[config.mk]
export PLATFORM = sky130hd
export DESIGN_NAME = xdma_c2h_dsc_arbiter
export DESIGN_NICKNAME = d
export VERILOG_FILES = /design/src/rtl/xdma_c2h_dsc_arbiter.sv
export SDC_FILE = /design/constraint.sdc
export NUM_CORES = 1
export LEC_CHECK = 0
export CAP_MARGIN = 20
export CORE_AREA = 2 2 189 191
export CTS_BUF_LIST = sky130_fd_sc_hd__clkbuf_8 sky130_fd_sc_hd__clkbuf_16
export DETAILED_ROUTE_END_ITERATION = 8
export DIE_AREA = 0 0 191 193
export PLACE_DENSITY = 0.48
export SYNTH_ARGS = -nofsm -noshare
export SYNTH_HDL_FRONTEND = slang
export SYNTH_SLANG_ARGS = --single-unit
[constraint.sdc]
create_clock -name clk -period 3.5 [get_ports clk]
set_input_delay 0.875 -clock clk [delete_from_list [all_inputs] [get_ports clk]]
set_output_delay 0.875 -clock clk [all_outputs]
set_load 0.05 [all_outputs]
[src/rtl/xdma_c2h_dsc_arbiter.sv]
// ============================================================================
// xdma_c2h_dsc_arbiter : two-port round-robin C2H descriptor-bypass arbiter
// Optional statistics counters enabled by macro XDMA_DSC_ARB_STATS_EN
// Rev 1.0
// ============================================================================
`default_nettype none

module xdma_c2h_dsc_arbiter #(
    parameter logic [15:0] DSC_CTL = 16'h0013,
    parameter int          LEN_W   = 23
) (
    input  logic          clk,
    input  logic          reset,
    input  logic [103:0]  S0_AXIS_tdata,
    input  logic          S0_AXIS_tvalid,
    output logic          S0_AXIS_tready,
    input  logic [103:0]  S1_AXIS_tdata,
    input  logic          S1_AXIS_tvalid,
    output logic          S1_AXIS_tready,
    input  logic          dsc_ready,
    output logic          dsc_load,
    output logic [15:0]   dsc_ctl,
    output logic [63:0]   dsc_src_addr,
    output logic [63:0]   dsc_dst_addr,
    output logic [27:0]   dsc_len,
    output logic [31:0]   grant_cnt0,
    output logic [31:0]   grant_cnt1,
    output logic [31:0]   drop_cnt
);

    localparam int C_DSC_LEN_W = 28;

    typedef enum logic [0:0] {
        ST_IDLE = 1'b0,
        ST_LOAD = 1'b1
    } state_t;

    state_t           r_state;
    state_t           w_state_nxt;
    logic             r_run;
    logic             r_last;
    logic             r_src;
    logic [63:0]      r_dst;
    logic [27:0]      r_len;

    logic             w_sel;
    logic             w_rdy;
    logic             w_hs;
    logic             w_len_zero;
    logic             w_load_done;
    logic [103:0]     w_tdata;
    logic             w_tvalid;
    logic             w_unused;

    // Upper tdata bits carry no meaning for this block.
    assign w_unused = ^{S0_AXIS_tdata, S1_AXIS_tdata};

    always_comb begin
        w_state_nxt = r_state;
        w_sel       = ~r_last;
        if (S0_AXIS_tvalid && !S1_AXIS_tvalid) begin
            w_sel = 1'b0;
        end else if (S1_AXIS_tvalid && !S0_AXIS_tvalid) begin
            w_sel = 1'b1;
        end
        w_tdata     = w_sel ? S1_AXIS_tdata  : S0_AXIS_tdata;
        w_tvalid    = w_sel ? S1_AXIS_tvalid : S0_AXIS_tvalid;
        // r_run keeps tready low until the first clock edge after reset release.
        w_rdy       = r_run && (r_state == ST_IDLE);
        w_hs        = w_rdy && w_tvalid;
        w_len_zero  = (w_tdata[LEN_W-1:0] == '0);
        w_load_done = (r_state == ST_LOAD) && dsc_ready;
        case (r_state)
            ST_IDLE: if (w_hs && !w_len_zero) w_state_nxt = ST_LOAD;
            ST_LOAD: if (dsc_ready)           w_state_nxt = ST_IDLE;
            default:                          w_state_nxt = ST_IDLE;
        endcase
    end

    always_ff @(posedge clk or posedge reset) begin
        if (reset) begin
            r_state <= ST_IDLE;
            r_run   <= 1'b0;
        end else begin
            r_state <= w_state_nxt;
            r_run   <= 1'b1;
        end
    end

    always_ff @(posedge clk or posedge reset) begin
        if (reset) begin
            r_dst  <= '0;
            r_len  <= '0;
            r_src  <= 1'b0;
            r_last <= 1'b1;
        end else if (w_hs) begin
            if (w_len_zero) begin
                r_last <= w_sel;
            end else begin
                r_dst <= w_tdata[95:32];
                r_len <= C_DSC_LEN_W'(w_tdata[LEN_W-1:0]);
                r_src <= w_sel;
            end
        end else if (w_load_done) begin
            r_last <= r_src;
        end
    end

`ifdef XDMA_DSC_ARB_STATS_EN
    logic [31:0] r_grant_cnt0;
    logic [31:0] r_grant_cnt1;
    logic [31:0] r_drop_cnt;

    always_ff @(posedge clk or posedge reset) begin
        if (reset) begin
            r_grant_cnt0 <= '0;
            r_grant_cnt1 <= '0;
            r_drop_cnt   <= '0;
        end else begin
            if (w_load_done && !r_src) r_grant_cnt0 <= r_grant_cnt0 + 32'd1;
            if (w_load_done &&  r_src) r_grant_cnt1 <= r_grant_cnt1 + 32'd1;
            if (w_hs && w_len_zero)    r_drop_cnt   <= r_drop_cnt + 32'd1;
        end
    end

    assign grant_cnt0 = r_grant_cnt0;
    assign grant_cnt1 = r_grant_cnt1;
    assign drop_cnt   = r_drop_cnt;
`else
    assign grant_cnt0 = 32'd0;
    assign grant_cnt1 = 32'd0;
    assign drop_cnt   = 32'd0;
`endif

    assign S0_AXIS_tready = w_rdy && !w_sel;
    assign S1_AXIS_tready = w_rdy &&  w_sel;
    assign dsc_load       = (r_state == ST_LOAD);
    assign dsc_ctl        = DSC_CTL;
    assign dsc_src_addr   = 64'd0;
    assign dsc_dst_addr   = r_dst;
    assign dsc_len        = r_len;

endmodule

`default_nettype wire

### Yosys cells after proc, flatten, opt, wreduce, memory -nomap -nowiden

Index checks and enable logic that the tools add are counted.

| storage, ports and cells | value |
|---|---|
| bits in registers | 91 |
| ROM bits | 0 |
| memories | 0 |
| latch bits | 0 |
| output and inout bits | 271 |
| bits of input ports | 213 |
| bits in writable memories | 0 |
| word-level logic and storage cells | 36 |

| operators by class | value |
|---|---|
| equality and inequality tests | 1 |
| add/subtract/negate cells | 0 |
| muxes and demuxes | 10 |
| shift operators | 0 |
| reductions and logical operators | 16 |
| bitwise logic cells | 3 |
| order comparisons | 0 |
| $mul | 0 |
| divide/modulo/power cells | 0 |

Operators with widths:

| kind | count |
|---|---|
| 96-bit 2-to-1 mux | 1 |
| 23-bit zero test | 1 |
| 1-bit logical AND | 8 |
| 1-bit 2-to-1 mux | 8 |
| 1-bit zero test | 4 |
| 2-bit AND reduction | 2 |
| 1-bit inverter | 3 |
| 2-bit by 1-bit != test with 1-bit output (second input constant) | 1 |
| 1-bit one-hot mux with 2 select lines | 1 |
| 2-bit nonzero test | 1 |

### Logic depth before layout (Yosys ltp)

Gate-level depths: netlist (run 1).

| logic depth | value |
|---|---|
| depth after elaboration | 10 |
| depth in mapped cells | 10 |
| depth with buffers taken out | 6 |

### Worst setup path before layout (run 1)

No wires, ideal clock.

| timing | value |
|---|---|
| path kind | input port to output port |
| from | in S1_AXIS_tvalid |
| to | out S1_AXIS_tready |
| path buffers | 1 |
| data arrival time | 2.392 ns |
| required time | 2.625 ns |
| slack | 0.233 ns |
| stages | 4 |
| cell sequence | a21boi_1 nor2_2 clkbuf_1 nor2_1 |

| between the ends | value |
|---|---|
| cells in the longest elaborated chain, start to end | 4 |
| elaborated cells on any way between the ends | 6 |
| classes of those cells | mux (2); reduce/logical (4) |

RTL lines:

| item | RTL line | source |
|---|---|---|
| start, declared | 18 | `input logic S1_AXIS_tvalid,` |
| 1-bit logical AND / 1-bit zero test (equally long branches) | 63, 61 |  |
| 1-bit 2-to-1 mux / 1-bit logical AND (equally long branches) | 63, 61 |  |
| 1-bit 2-to-1 mux (*) | 61 | `if (S0_AXIS_tvalid && !S1_AXIS_tvalid) begin` |
| 1-bit logical AND (*) | 136 | `assign S1_AXIS_tready = w_rdy && w_sel;` |
| end, declared | 19 | `output logic S1_AXIS_tready,` |

Every way passes the cells marked *; elsewhere a longest branch is shown, timed or not.

### Final worst setup path (run 1)

| timing | value |
|---|---|
| from | in S1_AXIS_tvalid |
| to | out S0_AXIS_tready |

| between the ends | value |
|---|---|
| cells in the longest elaborated chain, start to end | 5 |
| elaborated cells on any way between the ends | 7 |
| classes of those cells | mux (2); reduce/logical (5) |

RTL lines:

| item | RTL line | source |
|---|---|---|
| 1-bit logical AND / 1-bit zero test (equally long branches) | 63, 61 |  |
| 1-bit 2-to-1 mux / 1-bit logical AND (equally long branches) | 63, 61 |  |
| 1-bit 2-to-1 mux (*) | 61 |  |
| 1-bit zero test (*) | 135 | `assign S0_AXIS_tready = w_rdy && !w_sel;` |
| 1-bit logical AND (*) | 135 |  |
| end, declared | 16 | `output logic S0_AXIS_tready,` |

Marks and branches as above.

==> results of run 1 <==
## placed cells by master (no fill, tap or decap), drive strengths merged
cell type / instances
nor2b: 1
clkbuf: 9
and4: 1
or4: 1
nand2: 196
o211ai: 1
nor3: 16
a21o: 1
nand4: 2
a21boi: 1
nand2b: 1
dfstp: 1
nand3: 1
o21ai: 4
or3: 1
buf: 52
a21bo: 1
nor4: 3
inv: 8
or2: 1
a21oi: 17
dlygate4sd2: 1
nor2: 20
clkdlybuf4s50: 265
mux2: 88
conb: 182
a31oi: 1
mux2i: 5
dfrtp: 90
clkinv: 4
bufinv: 1
o22ai: 9
or3b: 1
## critical path, delay by kind of cell
kind / cells / cell delay, ps
buf+inv: 5 / 1040
simple gates: 2 / 290
compound gates: 1 / 270
## metal layers
metal | part of all wire (%) | track usage, %
met5 | 0 | 0
met4 | 1.3 | 3.28
met3 | 11 | 4.81
met2 | 50 | 18.2
met1 | 38 | 11.5
## per-stage QoR
step | utilization [%] | setup TNS [ps]
after CTS | 26.7 | 0
after global placement | 25.8 | -33690
final | 26.7 | 0
after global routing | 26.7 | 0
after floorplan | - | 0
after detailed placement | 25.8 | -33710
## worst paths after layout
path | from | endpoint | slack, ps | cells past startpoint
min reg2reg | dsc_dst_addr[13] | dsc_dst_addr[13] | 510 | 1
max | S1_AXIS_tvalid | S0_AXIS_tready | 130 | 8
min | dsc_dst_addr[13] | dsc_dst_addr[13] | 510 | 1
max reg2reg | r_last | dsc_len[16] | 690 | 10
max in group asynchronous | reset | dsc_dst_addr[16] | 1810 | 3
min in group asynchronous | reset | dsc_dst_addr[2] | 930 | 2
## power groups by stage
stage          clock, mW  sequential (mW)  combinational (mW)
2_1_floorplan          0             2.55                1.07
3_3_place_gp           0             1.51                3.01
3_5_place_dp           0             1.52                3.00
4_1_cts             1.12             1.51                3.01
5_1_grt             1.16             1.54                3.12
6_report            1.05             1.50                2.98
## layout make-up
| type | instances | share of cell area (%) |
|---|---|---|
| inverter | 6 | 0.268 |
| clock inverter | 7 | 0.804 |
| sequential | 91 | 24.4 |
| multi-input combinational | 555 | 31.9 |
| clock buffer | 9 | 2.41 |
| timing repair buffer | 318 | 34.0 |
| tap | 461 | 6.18 |
## flip-flops by register name, indices dropped and copies added, names as in the netlist
register and flops:
r_last 1, dsc_len 23, dsc_load 1, r_run 1, dsc_dst_addr 64, r_src 1
## repair_timing
action / CTS / global route
hold buffers: 0 / 0
gates resized for setup: 3 / 0
endpoints found under the setup margin: 55 / 0
## cells by family (layout without fill, tap and decap cells)
kind of cell	after synthesis	count (layout)	synth area share, %
DFF	91	91	37.5
buffers and inverters	216	340	25.0
AOI/OAI and AO/OA	35	35	3.54
and+or+nand+nor	245	245	16.5
other	2	182	0.123
muxes	93	93	17.4
==> metrics.md, run 1 <==
| Metric | Value |
|---|---|
| Outcome | finished, final reports clean |
| CP required | about 2600 ps |
| Largest net degree at the start of global routing | 52 |
| Fmax | 297 MHz |
| # DRC | 0 |
| Via count | roughly 5,000 |
| Hold_ws | 507 ps |
| Multi-input logic area | 2980 um^2 |
| DIE WIDTH | 191 um |
| Total track usage | a little over a tenth |
| Sequential cell fraction of total power | ~27% |
| PwrDens | roughly 590 nW/um^2 |
| Final #Nets | 1,194 |
| Worst Setup End Kind | primary output |
| Vias in the first global route | about 4,700 |
| Sw Pwr | ~2.6 mW |
| Setup CP Type | in -> out |
| Reg clk slew, reported paths | 70 ps |
| Clock skew | 6.72 ps |
| Final global-route overflow total | 0 |
| Slew at the pin closest to its max-slew limit | ~700 ps |
| Row count | 69 |
| Max cap viols | 0 |
| Number of warnings issued by yosys | 0 |
| Dpl ws | -411 ps |
| Delay of the slowest critical-path stage | 440 ps |
| VDD IR-drop max | 0.308 mV |
| Initial antenna violation count | 0 |
| Fill cell total of the finished layout | 3,749 |
| Max_slew headroom | 51.8% |
| Unique masters post-synth | 36 |
| P&R area growth vs syn | 53.5% |
| Register Area | between 2000 and 2500 um^2 |
| FFs w/ async S/R, synth | 100% |
| Finished layout cell area | 9340 um^2 |
| Via/cell ratio | 3.49 |
| First-pass GRT wire length | 28,200 um |
| Number of instances in the placed design | 1,431 |
| Worst-Skew Late Latency | 370 ps |
| Commonest cells in the synthesized netlist | nand2_1 (196), buf_4 (181), dfrtp_1 (90) |
| H-Tree Depth | 3 |
| Syn Std Cell Area | between 6000 and 7000 um^2 |
| Post-CTS Setup Repair Bufs | 0 |
| Final hold vios | 0 |
| Post-synth top flop | dfrtp_1 |
| HP Class | reg -> reg |
| Final Instance Count excl. Fillers | 1,447 |
| Die area | ~37,000 um^2 |
| CP max-delay cell | clkdlybuf4s50_1 |
| Fin crit share | 96.3% |
| Overall power | 5.53 mW |
| Die Height | 193 um |
| Cell accounting for the most synthesized area | dfrtp_1 |
| Root Buffer | clkbuf_16 |
| Share of cells above drive strength 1 | 16.9% |
| DR iter-0 viols | 89 |
| Post-synthesis register bit count | 91 |
| Core area | 35,000 um^2 |
| CP Launch Type | input pin |
| CTS tree | built |
| Seq/Total Area, Yosys | 37.5% |
| Worst endpoint data arrival time | between 2000 and 3000 ps |
| Sw frac | 47.4% |
| Total Wirelength | 20,100 um |
| Initial core utilization | 17.4% |
| Cell Chain, Critical Path | clkdlybuf4s50_1 -> a21bo_2 -> buf_12 -> buf_4 -> nand2_2 -> buf_4 -> nor2_1 -> buf_12 |
| First drt pass iteration count | 4 |
| Most frequent cell after synthesis | nand2_1 |
| Antenna Violating Nets Remaining | 0 |
| Final worst path period need | 3370 ps |
| Lkg Pwr | 4.30 nW |
| Synthesized area per cell | 8.92 um^2 |
| Final setup violation count | 0 |
| Logic pwr share | 53.8% |
| Fin. max-slew vios | 0 |
| CTS max path bufs | 2 |
| Port Buffer Count | 268 |
| Clk sinks | 91 |
| Final worst slack | 129 ps |
| DP Area | around 9000 um^2 |
| Crit path max fanout | 11 |
| EDFF count, synth | 0 |
| Clock power share | 19.1% |
| DP HPWL | 15,500 um |
| RSZ-0062 raised after global routing | no |
| Synth Instances | 682 |
| Top post-synthesis cells by area | dfrtp_1 (37%), buf_4 (22%), mux2_2 (15%), nand2_1 (12%), a21oi_1 (1.4%) |
| Pint | between 2 and 3 mW |
| IO Count | around 480 |
| Yosys top cell area share | 37.0% |
| Diode count | 0 |
| TritonCTS buffer count | 9 |
| Routability cong. | 0.754 |
| Mean routed wirelength per cell | 13.9 um |
No activity file was read; power rests on OpenSTA's default activity.
==> run 2: changes to the inputs <==
--- a/config.mk
+++ b/config.mk
@@ -6,11 +6,13 @@
 export NUM_CORES = 1
 export LEC_CHECK = 0
 export CAP_MARGIN = 20
-export CORE_AREA = 2 2 189 191
+export CELL_PAD_IN_SITES_DETAIL_PLACEMENT = 1
+export CELL_PAD_IN_SITES_GLOBAL_PLACEMENT = 1
+export CORE_AREA = 2 2 187 189
 export CTS_BUF_LIST = sky130_fd_sc_hd__clkbuf_8 sky130_fd_sc_hd__clkbuf_16
 export DETAILED_ROUTE_END_ITERATION = 8
-export DIE_AREA = 0 0 191 193
-export PLACE_DENSITY = 0.48
+export DIE_AREA = 0 0 189 191
+export PLACE_DENSITY = 0.67
 export SYNTH_ARGS = -nofsm -noshare
 export SYNTH_HDL_FRONTEND = slang
 export SYNTH_SLANG_ARGS = --single-unit
==> run 2 against run 1 <==
Effect of this change: via count up 2.1%; global-route usage rose by 0.73 points; count of clock-buffer cells in the layout grew 2; first-iteration DRC count shrank 40%; clock power is 6% higher; final area grew 0.82%; cell count barely moved; register-to-register slack better by 120 ps; sequential power about the same; critical endpoint is now S1_AXIS_tready; highest routed layer unchanged.
==> metrics.md, run 2 (synthesis results as in run 1) <==
| Metric | Value |
|---|---|
| Core area | 34,100 um^2 |
| Final setup violation count | 0 |
| Post-CTS Setup Repair Bufs | 0 |
| Dpl ws | -155 ps |
| Most frequent cells in the layout | clkdlybuf4s50_1 (266), nand2_1 (195), conb_1 (182) |
| Pint | 3.03 mW |
| Outcome | finished, final reports clean |
| Setup CP Type | in -> out |
| PwrDens | 596 nW/um^2 |
| DIE WIDTH | 189 um |
| Diode count | 0 |
| Final core utilization | 27.6% |
| Fmax | 303 MHz |
| Die Height | 191 um |
| Reg clk slew, reported paths | roughly 70 ps |
| Final worst path period need | approximately 3300 ps |
| Crit path max-delay family | buffers and inverters |
| Clock power share | about a fifth |
| CP required | 2620 ps |
| P&R area growth vs syn | 54.8% |
| HP Class | reg -> reg |
| WP buf/inv | 4 |
| Fin crit share | 94.3% |
| DR iter-0 viols | 53 |
| Worst endpoint data arrival time | 2430 ps |
| Mean routed wirelength per cell | 14.4 um |
| Final #Nets | 1,199 |
| DP HPWL | 16,800 um |
| Root Buffer | clkbuf_16 |
| VDD IR-drop max | 0.219 mV |
| Clock skew | 12.9 ps |
| CTS max path bufs | 2 |
| Max_slew headroom | between 50% and 60% |
| Via/cell ratio | around 3.6 |
| Hold_ws | just over 500 ps |
| # DRC | 0 |
| CTS tree | built |
| Via count | 5,162 |
| First-pass GRT wire length | ~31,000 um |
| Cell Chain, Critical Path | clkdlybuf4s50_1 -> a21boi_2 -> buf_12 -> nor2_4 -> buf_4 -> nor2_1 -> buf_12 |
| Commonest non-fill, non-tap cell in the layout | clkdlybuf4s50_1 |
| Fin. max-slew vios | 0 |
| Total track usage | between 10% and 20% |
| Antenna Violating Nets Remaining | 0 |
| Initial core utilization | 17.8% |
| Sw Pwr | ~2.6 mW |
| Crit path max fanout | 5 |
| Total Wirelength | 20,800 um |
| Final TNS setup | 0 ps |
| Overall power | 5.61 mW |
| Final global-route overflow total | 0 |
| Most common cell on crit path | buf_12 |
| Final worst slack | between 150 and 200 ps |
| Vias in the first global route | ~5,400 |
| RSZ-0062 raised after global routing | no |
| Slew at the pin closest to its max-slew limit | 639 ps |
| Sw frac | 46.0% |
| CP max-delay cell | clkdlybuf4s50_1 |
| Sequential cell fraction of total power | 26.8% |
| Routability cong. | between 0.7 and 0.8 |
| Lkg Pwr | 4.35 nW |
| Max FFs per register | 64 |
| Share of cells above drive strength 1 | roughly 17% |
| Worst Setup End Kind | primary output |
| Max cap viols | 0 |
| First drt pass iteration count | 4 |
| IO Count | 484 |
| Largest net degree at the start of global routing | 48 |
| Logic pwr share | a little over half |
| H-Tree Depth | 3 |
| Clk sinks | slightly above 90 |
| Fill cell total of the finished layout | 4,039 |
| Row count | 68 |
| Die area | 36,100 um^2 |
| Final hold vios | 0 |
| CP Launch Type | input pin |
| Delay of the slowest critical-path stage | roughly 510 ps |
| Initial antenna violation count | 0 |
| TritonCTS buffer count | 9 |
| Port Buffer Count | 268 |
| Worst-Skew Late Latency | approximately 370 ps |
[run 2: cell types whose count changed in the layout (fill, tap and decap cells not counted), sizes merged]
cell and change:
clkdlybuf4s50 +1, bufinv +1, clkinvlp +1, clkbuf +2
inv -1, dlygate4sd2 -1, buf +5, clkinv -3
[run 2: path summary, 6_finish.rpt]
path / start / end / slack [ps] / depth (start not counted)
max: S0_AXIS_tvalid / S1_AXIS_tready / 200 / 7
min: dsc_dst_addr[5] / dsc_dst_addr[5] / 510 / 1
max reg2reg: r_last / dsc_dst_addr[11] / 810 / 10
min reg2reg: dsc_dst_addr[5] / dsc_dst_addr[5] / 510 / 1
max in group asynchronous: reset / r_last / 1960 / 3
min in group asynchronous: reset / dsc_dst_addr[25] / 850 / 2
[run 2: timing repair]
action                     in CTS  in global routing
hold buffers                    0                  0
setup endpoints to repair       0                  1
gates resized for setup         0                  1
[run 2: final cells by class]
| class | count | area, um^2 | area share [%] |
|---|---|---|---|
| Clock buffer | 11 | 253 | 2.68 |
| Clock inverter | 5 | 76.3 | 0.811 |
| Inverter | 6 | 25.0 | 0.266 |
| Multi-Input combinational cell | 555 | 2970 | 31.6 |
| Sequential cell | 91 | 2280 | 24.2 |
| Tap cell | 455 | 569 | 6.05 |
| Timing Repair Buffer | 323 | 3240 | 34.4 |
[run 2: routing by layer]
layer	vias up	global-route usage (%)	part of all wire (%)
met4	0	3.82	2.1
met2	265	20.9	52
met5	-	0	0
met3	20	4.87	9.7
met1	2431	11.2	36
li1	2446	-	-
[run 2: power by group through the flow]
stage	clock network [mW]	registers (mW)	logic (mW)
2_1_floorplan	0	2.55	1.07
3_3_place_gp	0	1.51	3.00
3_5_place_dp	0	1.53	3.02
4_1_cts	1.17	1.51	3.03
5_1_grt	1.21	1.55	3.13
6_report	1.11	1.51	2.99
[run 2: per-stage QoR]
stage | cells | area, um^2
6_report | 1446 | 9420
3_5_place_dp | 1430 | 9080
3_3_place_gp | 1430 | 9080
5_1_grt | 1446 | 9420
2_1_floorplan | 862 | 6760
4_1_cts | 1446 | 9410
